File: src/rtl/rezultat_bcd_if.sv
// Adder-result to display-converter bus: signed sum in, sign + packed BCD out.
interface rezultat_bcd_if #(
    parameter int W      = 28,
    parameter int DIGITS = 8
);
    logic                  valid_in;
    logic                  ovrflow_in;
    logic [W-1:0]          d_in;
    logic                  busy;
    logic                  valid_out;
    logic                  negativ;
    logic                  eroare;
    logic [4*DIGITS-1:0]   bcd_out;

    modport master (
        output valid_in, ovrflow_in, d_in,
        input  busy, valid_out, negativ, eroare, bcd_out
    );

    modport slave (
        input  valid_in, ovrflow_in, d_in,
        output busy, valid_out, negativ, eroare, bcd_out
    );
endinterface

File: src/rtl/rezultat_bcd.sv
// Signed binary result to sign + packed BCD, sequential double-dabble
// (one shift per clock); out-of-range or overflowed results are flagged.
module rezultat_bcd #(
    parameter int W      = 28,
    parameter int DIGITS = 8,
    parameter int MAXVAL = 99999999
) (
    input  logic           clk,
    input  logic           rst,
    rezultat_bcd_if.slave  bus
);
    localparam int BW = 4 * DIGITS;
    localparam int CW = (W > 1) ? $clog2(W) : 1;
    localparam logic [W-1:0]  MAXV = W'(MAXVAL);
    localparam logic [CW-1:0] LAST = CW'(W - 1);

    typedef enum logic [1:0] {IDLE, ABS, SHIFT, DONE} state_t;

    state_t           state, state_nxt;
    logic             valid_in_q;
    logic [W-1:0]     d_q;
    logic             ovf_q;
    logic             sign_q;
    logic [BW+W-1:0]  sr;
    logic [BW+W-1:0]  adj;
    logic [BW+W-1:0]  sr_nxt;
    logic [CW-1:0]    cnt;
    logic [W-1:0]     mag;
    logic             err;
    logic             cap;
    logic             last;
    logic [BW-1:0]    bcd_q;
    logic             neg_q;
    logic             err_q;

    assign cap  = bus.valid_in & ~valid_in_q;
    assign last = (cnt == LAST);
    // -2**(W-1) negates to itself, which read unsigned is 2**(W-1) > MAXVAL
    assign mag  = d_q[W-1] ? (~d_q + {{(W-1){1'b0}}, 1'b1}) : d_q;
    assign err  = ovf_q | (mag > MAXV);

    always_comb begin
        adj = sr;
        for (int i = 0; i < DIGITS; i++) begin
            if (adj[W+4*i +: 4] >= 4'd5)
                adj[W+4*i +: 4] = adj[W+4*i +: 4] + 4'd3;
        end
        sr_nxt = {adj[BW+W-2:0], 1'b0};
    end

    always_ff @(posedge clk or posedge rst) begin
        if (rst) state <= IDLE;
        else     state <= state_nxt;
    end

    always_comb begin
        state_nxt = state;
        case (state)
            IDLE:    if (cap) state_nxt = ABS;
            ABS:     state_nxt = err ? DONE : SHIFT;
            SHIFT:   if (last) state_nxt = DONE;
            DONE:    state_nxt = IDLE;
            default: state_nxt = IDLE;
        endcase
    end

    always_ff @(posedge clk or posedge rst) begin
        if (rst) begin
            valid_in_q <= 1'b0;
            d_q        <= '0;
            ovf_q      <= 1'b0;
            sign_q     <= 1'b0;
            sr         <= '0;
            cnt        <= '0;
            bcd_q      <= '0;
            neg_q      <= 1'b0;
            err_q      <= 1'b0;
        end else begin
            valid_in_q <= bus.valid_in;
            case (state)
                IDLE: if (cap) begin
                    d_q   <= bus.d_in;
                    ovf_q <= bus.ovrflow_in;
                end
                ABS: begin
                    sign_q <= d_q[W-1] & (mag != '0);
                    if (err) begin
                        bcd_q <= '1;
                        neg_q <= 1'b0;
                        err_q <= 1'b1;
                    end else begin
                        sr  <= {{BW{1'b0}}, mag};
                        cnt <= '0;
                    end
                end
                SHIFT: begin
                    sr  <= sr_nxt;
                    cnt <= cnt + 1'b1;
                    if (last) begin
                        bcd_q <= sr_nxt[BW+W-1 -: BW];
                        neg_q <= sign_q;
                        err_q <= 1'b0;
                    end
                end
                default: ;
            endcase
        end
    end

    assign bus.busy      = (state != IDLE);
    assign bus.valid_out = (state == DONE);
    assign bus.bcd_out   = bcd_q;
    assign bus.negativ   = neg_q;
    assign bus.eroare    = err_q;
endmodule

File: src/flat_wrapper.sv
// flat-port wrapper written by rule: the top's interface ports become plain ports
module rezultat_bcd_flat 
#(
    parameter int W      = 28,
    parameter int DIGITS = 8,
    parameter int MAXVAL = 99999999
)
  (clk, rst, bus_valid_in, bus_ovrflow_in, bus_d_in, bus_busy, bus_valid_out, bus_negativ, bus_eroare, bus_bcd_out);
  rezultat_bcd_if #(.W(W), .DIGITS(DIGITS)) bus_i ();
  input  logic clk;
  input  logic rst;
  input wire logic [$bits(bus_i.valid_in)-1:0] bus_valid_in;
  input wire logic [$bits(bus_i.ovrflow_in)-1:0] bus_ovrflow_in;
  input wire logic [$bits(bus_i.d_in)-1:0] bus_d_in;
  output wire logic [$bits(bus_i.busy)-1:0] bus_busy;
  output wire logic [$bits(bus_i.valid_out)-1:0] bus_valid_out;
  output wire logic [$bits(bus_i.negativ)-1:0] bus_negativ;
  output wire logic [$bits(bus_i.eroare)-1:0] bus_eroare;
  output wire logic [$bits(bus_i.bcd_out)-1:0] bus_bcd_out;
  assign bus_i.valid_in = bus_valid_in;
  assign bus_i.ovrflow_in = bus_ovrflow_in;
  assign bus_i.d_in = bus_d_in;
  assign bus_busy = bus_i.busy;
  assign bus_valid_out = bus_i.valid_out;
  assign bus_negativ = bus_i.negativ;
  assign bus_eroare = bus_i.eroare;
  assign bus_bcd_out = bus_i.bcd_out;
  rezultat_bcd #(.W(W), .DIGITS(DIGITS), .MAXVAL(MAXVAL)) u_core (.clk(clk), .rst(rst), .bus(bus_i));
endmodule
File: config.mk
export PLATFORM = sky130hd
export DESIGN_NAME = rezultat_bcd_flat
export DESIGN_NICKNAME = d
export VERILOG_FILES = /design/src/rtl/rezultat_bcd_if.sv /design/src/rtl/rezultat_bcd.sv /design/src/flat_wrapper.sv
export SDC_FILE = /design/constraint.sdc
export NUM_CORES = 1
export LEC_CHECK = 0
export ABC_AREA = 1
export CAP_MARGIN = 5
export CORE_MARGIN = 2
export CORE_UTILIZATION = 53
export DETAILED_ROUTE_END_ITERATION = 8
export PLACE_DENSITY = 0.75
export SETUP_SLACK_MARGIN = 0.3
export SYNTH_ARGS = -nofsm -noshare
export SYNTH_HDL_FRONTEND = slang
export SYNTH_SLANG_ARGS = --single-unit
export TNS_END_PERCENT = 10
File: constraint.sdc
create_clock -name clk -period 3.8 [get_ports clk]
set_input_delay 0.57 -clock clk [delete_from_list [all_inputs] [get_ports clk]]
set_output_delay 0.57 -clock clk [all_outputs]
set_load 0.1 [all_outputs]
==> results of run 1 <==
logic make-up (layout without fill, tap and decap cells):
logic type | Yosys count | after routing
adders and majority gates | 23 | 23
DFF | 132 | 132
muxes | 8 | 8
xor gates and xnor gates | 27 | 27
and+or+nand+nor | 552 | 552
buffers and inverters | 160 | 220
AOI/OAI and AO/OA | 124 | 124
registers in the layout, indices dropped and copies added (netlist names):
name / count
u_core.bus.bcd_out: 32
u_core.bus.eroare: 1
u_core.bus.negativ: 1
u_core.cnt: 5
u_core.d_q: 28
u_core.ovf_q: 1
u_core.sign_q: 1
u_core.sr: 60
u_core.state: 2
u_core.valid_in_q: 1
synthesized netlist by cell type, drive strengths merged:
| cell type | n |
|---|---|
| mux2 | 8 |
| nand3b | 4 |
| nand3 | 101 |
| buf | 26 |
| xor2 | 22 |
| nand2 | 278 |
| o21ai | 84 |
| inv | 105 |
| o21a | 7 |
| a21oi | 31 |
| or2 | 25 |
| xnor2 | 5 |
| ha | 23 |
| clkinv | 1 |
| o211ai | 1 |
| dfrtp | 132 |
| nor4 | 3 |
| nor2 | 89 |
| nor3b | 1 |
| a211oi | 1 |
| nor3 | 8 |
| nand4 | 43 |
| clkbuf | 28 |
worst paths after layout:
| path | cells after the start | slack, ns | from | to |
|---|---|---|---|---|
| setup / recovery | 20 | 0.79 | u_core.d_q[0]$_DFFE_PP0P_ | u_core.bus.eroare$_DFFE_PP0P_ |
| hold / removal | 2 | 0.47 | u_core.bus.bcd_out[7]$_DFFE_PP0P_ | u_core.bus.bcd_out[7]$_DFFE_PP0P_ |
| setup reg to reg | 20 | 0.79 | u_core.d_q[0]$_DFFE_PP0P_ | u_core.bus.eroare$_DFFE_PP0P_ |
| hold reg to reg | 2 | 0.47 | u_core.bus.bcd_out[7]$_DFFE_PP0P_ | u_core.bus.bcd_out[7]$_DFFE_PP0P_ |
| max in group asynchronous | 3 | 2.35 | rst | u_core.bus.bcd_out[5]$_DFFE_PP0P_ |
| min in group asynchronous | 2 | 0.60 | rst | u_core.cnt[0]$_DFFE_PP0P_ |
cell type report:
| class | count | area (um2) |
|---|---|---|
| Sequential cell | 132 | 3300 |
| Clock inverter | 4 | 95.1 |
| Clock buffer | 26 | 499 |
| Inverter | 106 | 402 |
| Multi-Input combinational cell | 734 | 3830 |
| Timing Repair Buffer | 84 | 808 |
| Fill cell | 1267 | 5310 |
| Tap cell | 184 | 230 |
through the flow:
stage | utilization | instance area, um2 | hold slack [ns]
6_report | 0.633 | 9170 | 0.468
5_1_grt | 0.633 | 9170 | 0.483
4_1_cts | 0.633 | 9170 | 0.473
2_1_floorplan | - | 7840 | 0.449
3_3_place_gp | 0.592 | 8570 | 0.455
3_5_place_dp | 0.592 | 8570 | 0.459
per-layer routing:
metal	GRT usage	up-vias	routed length, um
met4	0.0824	0	309
met3	0.0368	25	732
li1	-	3413	-
met1	0.315	3103	8130
met2	0.372	156	7920
met5	0	-	0
critical path, delay by kind of cell (launching register included):
kind / cells / cell delay, ns
simple gates: 14 / 1.36
buf+inv: 4 / 0.81
flops: 1 / 0.38
fa+ha+maj: 1 / 0.18
compound gates: 1 / 0.18
==> impl_metrics.py, run 1 <==
metrics = {
    "clock_network": {
        "path_clk_slew_ns": 0.05,
        "cts.sinks": 132,
        "htreeDepth": 4,
        "cts_resized": 0,
        "insertion_delay_ns": 0.42,
        "cts_hold_buf": 0,
        "cts_tree": "built",
        "cts-root-buf": "clkbuf_16",
        "post_cts_buffers": 0,
        "cts_made_buffers": 17,
        "clk_path_buf_depth": 2,
    },
    "timing": {
        "min_period_ns": 3.01,
        "slew-limit-headroom": 0.332,
        "rsz0062_at_grt": "false",
        "fin_setup_tns_ns": 0,
        "finalSetupViolations": 0,
        "fin_ws_ns": 0.791,
        "tightest_slew_ns": 1.00,
        "final.setup_skew_ns": 0.00790,
        "finalCritPeriodShare": 0.792,
        "final-hold-violation-count": 0,
        "max_freq_ghz": 0.332,
        "final_max_slew_viol_count": 0,
    },
    "critical_path": {
        "critPathMostFrequentCell": "nand2_1",
        "cp_max_fo": 34,
        "cp-start-kind": "flop",
        "slowest_stage": "dfrtp_1",
        "worstPathRequired_ns": 4.15,
        "end_kind": "flop",
        "worstPathArrival_ns": 3.36,
        "critical_path_class": "reg -> reg",
        "max_stage_delay_ns": 0.38,
        "cp_cell_sequence": "inv_1, ha_1, nand2_1, nor2_2, nand2_1, nand2_1, nand2_1, nand2_1, nand2_1, nand2_1, inv_1, nand2_1, nor2_2, a21oi_2, nand4_4, buf_4, nand3_4, buf_4, nand2_1, nand2_1",
    },
    "synth": {
        "syn_area_per_cell_um2": 7.64,
        "synth.top_cells.by_area": "dfrtp_1, nand2_1, nand3_1",
        "synth_fp_nets": 1081,
        "muxShareOfSynthArea": 0.0115,
        "synthXorXnorAreaFrac": 0.0302,
        "ys_warn_count": 0,
        "synth.yosys.seq_area_share": 0.422,
        "synthAdderAreaFrac": 0.0367,
        "synthDistinctLibCells": 36,
        "syn_inst": 1026,
        "synth_top_cell_area_share": 0.422,
        "ys_ff_latch": 132,
        "synth_compound_area_frac": 0.0845,
        "synth_top_family_by_area": "simple AND/OR/NAND/NOR gates",
        "yosysTopAreaCell": "dfrtp_1",
        "synth_area_um2": 7840,
        "synth-simple-area-share": 0.324,
    },
    "floorplanning": {
        "die_area_um2": 15800,
        "fp.dieH_um": 126,
        "rows": 44,
        "fp.dieW_um": 126,
        "pin_count": 68,
        "core_area_um2": 14500,
        "start_util": 0.541,
    },
    "finish": {
        "drive_gt1_frac": 0.111,
        "finalNonFillerCells": 1270,
        "diodes": 0,
        "layout_common_cells": "nand2_1, dfrtp_1, inv_1",
        "mostFrequentLayoutCell": "nand2_1",
        "syn2layout_area_growth_pct": 17.0,
        "nNetsFinal": 1130,
    },
    "min_path": {
        "hold_class": "reg -> reg",
    },
    "routing": {
        "wl_um": 17100,
        "via_count": 6697,
        "viasPerCell": 5.27,
        "drt_first_pass_iters": 5,
        "post_drt_wl_per_cell_um": 13.5,
        "drc": 0,
        "drt_first_iter_violations": 532,
        "final_antenna_net_count": 0,
    },
    "global_route": {
        "grt_max_degree": 76,
        "grt_pass1_wl_um": 29900,
        "antenna_found_initial": 0,
        "grt_pass1_vias": 6292,
        "overflow": 0,
        "grt_usage": 0.230,
    },
    "placed_design": {
        "dpl.hpwl_um": 11500,
        "post-place-ws_ns": 0.784,
        "finalWeightedCongestion": 0.897,
        "dp_cells": 1240,
        "io_buffers": 67,
    },
    "outcome": {
        "status": "complete, no violations",
    },
    "job": {
        "maxCapViolations": 0,
    },
}
Power of run 1 is left out: the tool's default activity adds up to more than one toggle a clock period on the data nets, which glitch-free logic cannot reach.
==> run 2, diff against run 1 <==
- CORE_UTILIZATION: 53 -> 59
- PLACE_DENSITY: 0.75 -> 0.79
- clock period: 3.8 -> 3.01 ns (I/O delays scaled with it)
==> impl_metrics.py, run 2 (synthesis results as in run 1) <==
metrics = {
    "floorplanning": {
        "die_area_um2": 14200,
        "start_util": 0.599,
        "rows": 42,
        "pin_count": 68,
        "fp.dieW_um": 119,
        "core_area_um2": 13100,
        "fp.dieH_um": 119,
    },
    "placed_design": {
        "finalWeightedCongestion": 0.907,
        "io_buffers": 67,
        "dpl.hpwl_um": 11200,
        "dp_cells": 1230,
        "post-place-ws_ns": 0.194,
    },
    "routing": {
        "via_count": 6975,
        "post_drt_wl_per_cell_um": 14.3,
        "met3_length_um": 963,
        "final_antenna_net_count": 0,
        "viasPerCell": 5.47,
        "drt_first_pass_iters": 6,
        "wl_met2_um": 8950,
        "drt_first_iter_violations": 584,
        "drc": 0,
        "met1_length_um": 7890,
        "highest_layer": "met4",
        "wl_um": 18200,
    },
    "timing": {
        "final-hold-violation-count": 0,
        "rsz0062_at_grt": "true",
        "final_max_slew_viol_count": 0,
        "tightest_slew_ns": 0.717,
        "fin_setup_tns_ns": 0,
        "fin_ws_ns": 0.306,
        "finalSetupViolations": 0,
        "min_period_ns": 2.70,
        "max_freq_ghz": 0.370,
        "slew-limit-headroom": 0.522,
        "final.setup_skew_ns": 0.00726,
        "finalCritPeriodShare": 0.898,
    },
    "critical_path": {
        "cp_max_fo": 21,
        "critPathMostFrequentCell": "nand2_2",
        "cp-start-kind": "flop",
        "end_kind": "flop",
        "cp_cell_sequence": "nor2_1, nand2_2, nor2_4, buf_12, nand3b_1, nand3_2, nand2_2, nor2_4, inv_2, nand2_2, nand2_2, a21oi_4, nand4_4, nand2_4, buf_12, nand2_1, o21ai_1",
        "critical_path_class": "reg -> reg",
        "worstPathRequired_ns": 3.34,
        "worstPathArrival_ns": 3.04,
        "max_stage_delay_ns": 0.42,
        "slowest_stage": "dfrtp_1",
    },
    "outcome": {
        "status": "complete, no violations",
    },
    "finish": {
        "nNetsFinal": 1141,
        "layout_common_cells": "nand2_1, dfrtp_1, inv_1",
        "final_util": 0.725,
        "diodes": 0,
        "fillers": 996,
        "drive_gt1_frac": 0.181,
        "multiInputGateArea_um2": 4000,
        "syn2layout_area_growth_pct": 21.1,
        "mostFrequentLayoutCell": "nand2_1",
        "largest_register_ffs": 60,
        "top_register": "u_core.sr",
        "seq_area_um2": 3310,
        "finalNonFillerCells": 1275,
    },
    "clock_network": {
        "htreeDepth": 4,
        "cts_made_buffers": 17,
        "clk_path_buf_depth": 2,
        "path_clk_slew_ns": 0.06,
        "cts.sinks": 132,
        "cts-root-buf": "clkbuf_16",
        "cts_tree": "built",
        "insertion_delay_ns": 0.42,
    },
    "global_route": {
        "overflow": 0,
        "antenna_found_initial": 0,
        "grt_pass1_wl_um": 29100,
        "grt_max_degree": 133,
        "grt_pass1_vias": 6318,
        "grt_usage": 0.252,
    },
    "min_path": {
        "hold_class": "reg -> reg",
    },
    "job": {
        "maxCapViolations": 0,
    },
}
[run 2: cell type report]
cell class / count / share of cell area
repair buffers: 92 / 0.0956
inverters: 106 / 0.0423
flip-flops and latches: 132 / 0.348
well taps: 176 / 0.0232
clock buffers: 25 / 0.0543
multi-input cells: 737 / 0.421
clock inverters: 7 / 0.0149
[run 2: per-stage QoR]
stage / cell area (um2) / hold slack, ns
final: 9490 / 0.471
after global routing: 9490 / 0.499
after CTS: 9140 / 0.475
after detailed placement: 8470 / 0.460
after global placement: 8470 / 0.455
after floorplan: 7840 / 0.449
[run 2: repair_timing]
| action | CTS | global route |
|---|---|---|
| endpoints found under the setup margin | 66 | 99 |
| setup buffers | 0 | 8 |
| cloned | 0 | 5 |
| hold buffers | 0 | 0 |
| pin swaps | 0 | 8 |
| resized for setup | 2 | 48 |
[run 2: path summary, 6_finish.rpt]
kind	from	end	slack, ns	depth (start not counted)
worst min register to register	u_core.bus.bcd_out[5]$_DFFE_PP0P_	u_core.bus.bcd_out[5]$_DFFE_PP0P_	0.47	2
max in group asynchronous	rst	u_core.d_q[26]$_DFFE_PP0P_	1.91	3
worst min-delay path	u_core.bus.bcd_out[5]$_DFFE_PP0P_	u_core.bus.bcd_out[5]$_DFFE_PP0P_	0.47	2
min in group asynchronous	rst	u_core.sr[51]$_DFFE_PP0P_	0.60	3
worst max-delay path	u_core.d_q[2]$_DFFE_PP0P_	u_core.sr[40]$_DFFE_PP0P_	0.31	17
worst max register to register	u_core.d_q[2]$_DFFE_PP0P_	u_core.sr[40]$_DFFE_PP0P_	0.31	17
[run 2: routing by layer]
layer | GRT usage | up-vias
li1 | - | 3444
met1 | 0.320 | 3251
met2 | 0.432 | 241
met3 | 0.0469 | 39
met4 | 0.0885 | 0
met5 | 0 | -
[run 2: worst max-delay path: cells and delay by family (launching register included)]
kind	cells	cell delay [ns]
AO/OA/AOI/OAI	2	0.29
AND/OR/NAND/NOR	12	1.53
buffers and inverters	3	0.35
flip-flops	1	0.42
Power of run 2 is left out for the same reason.
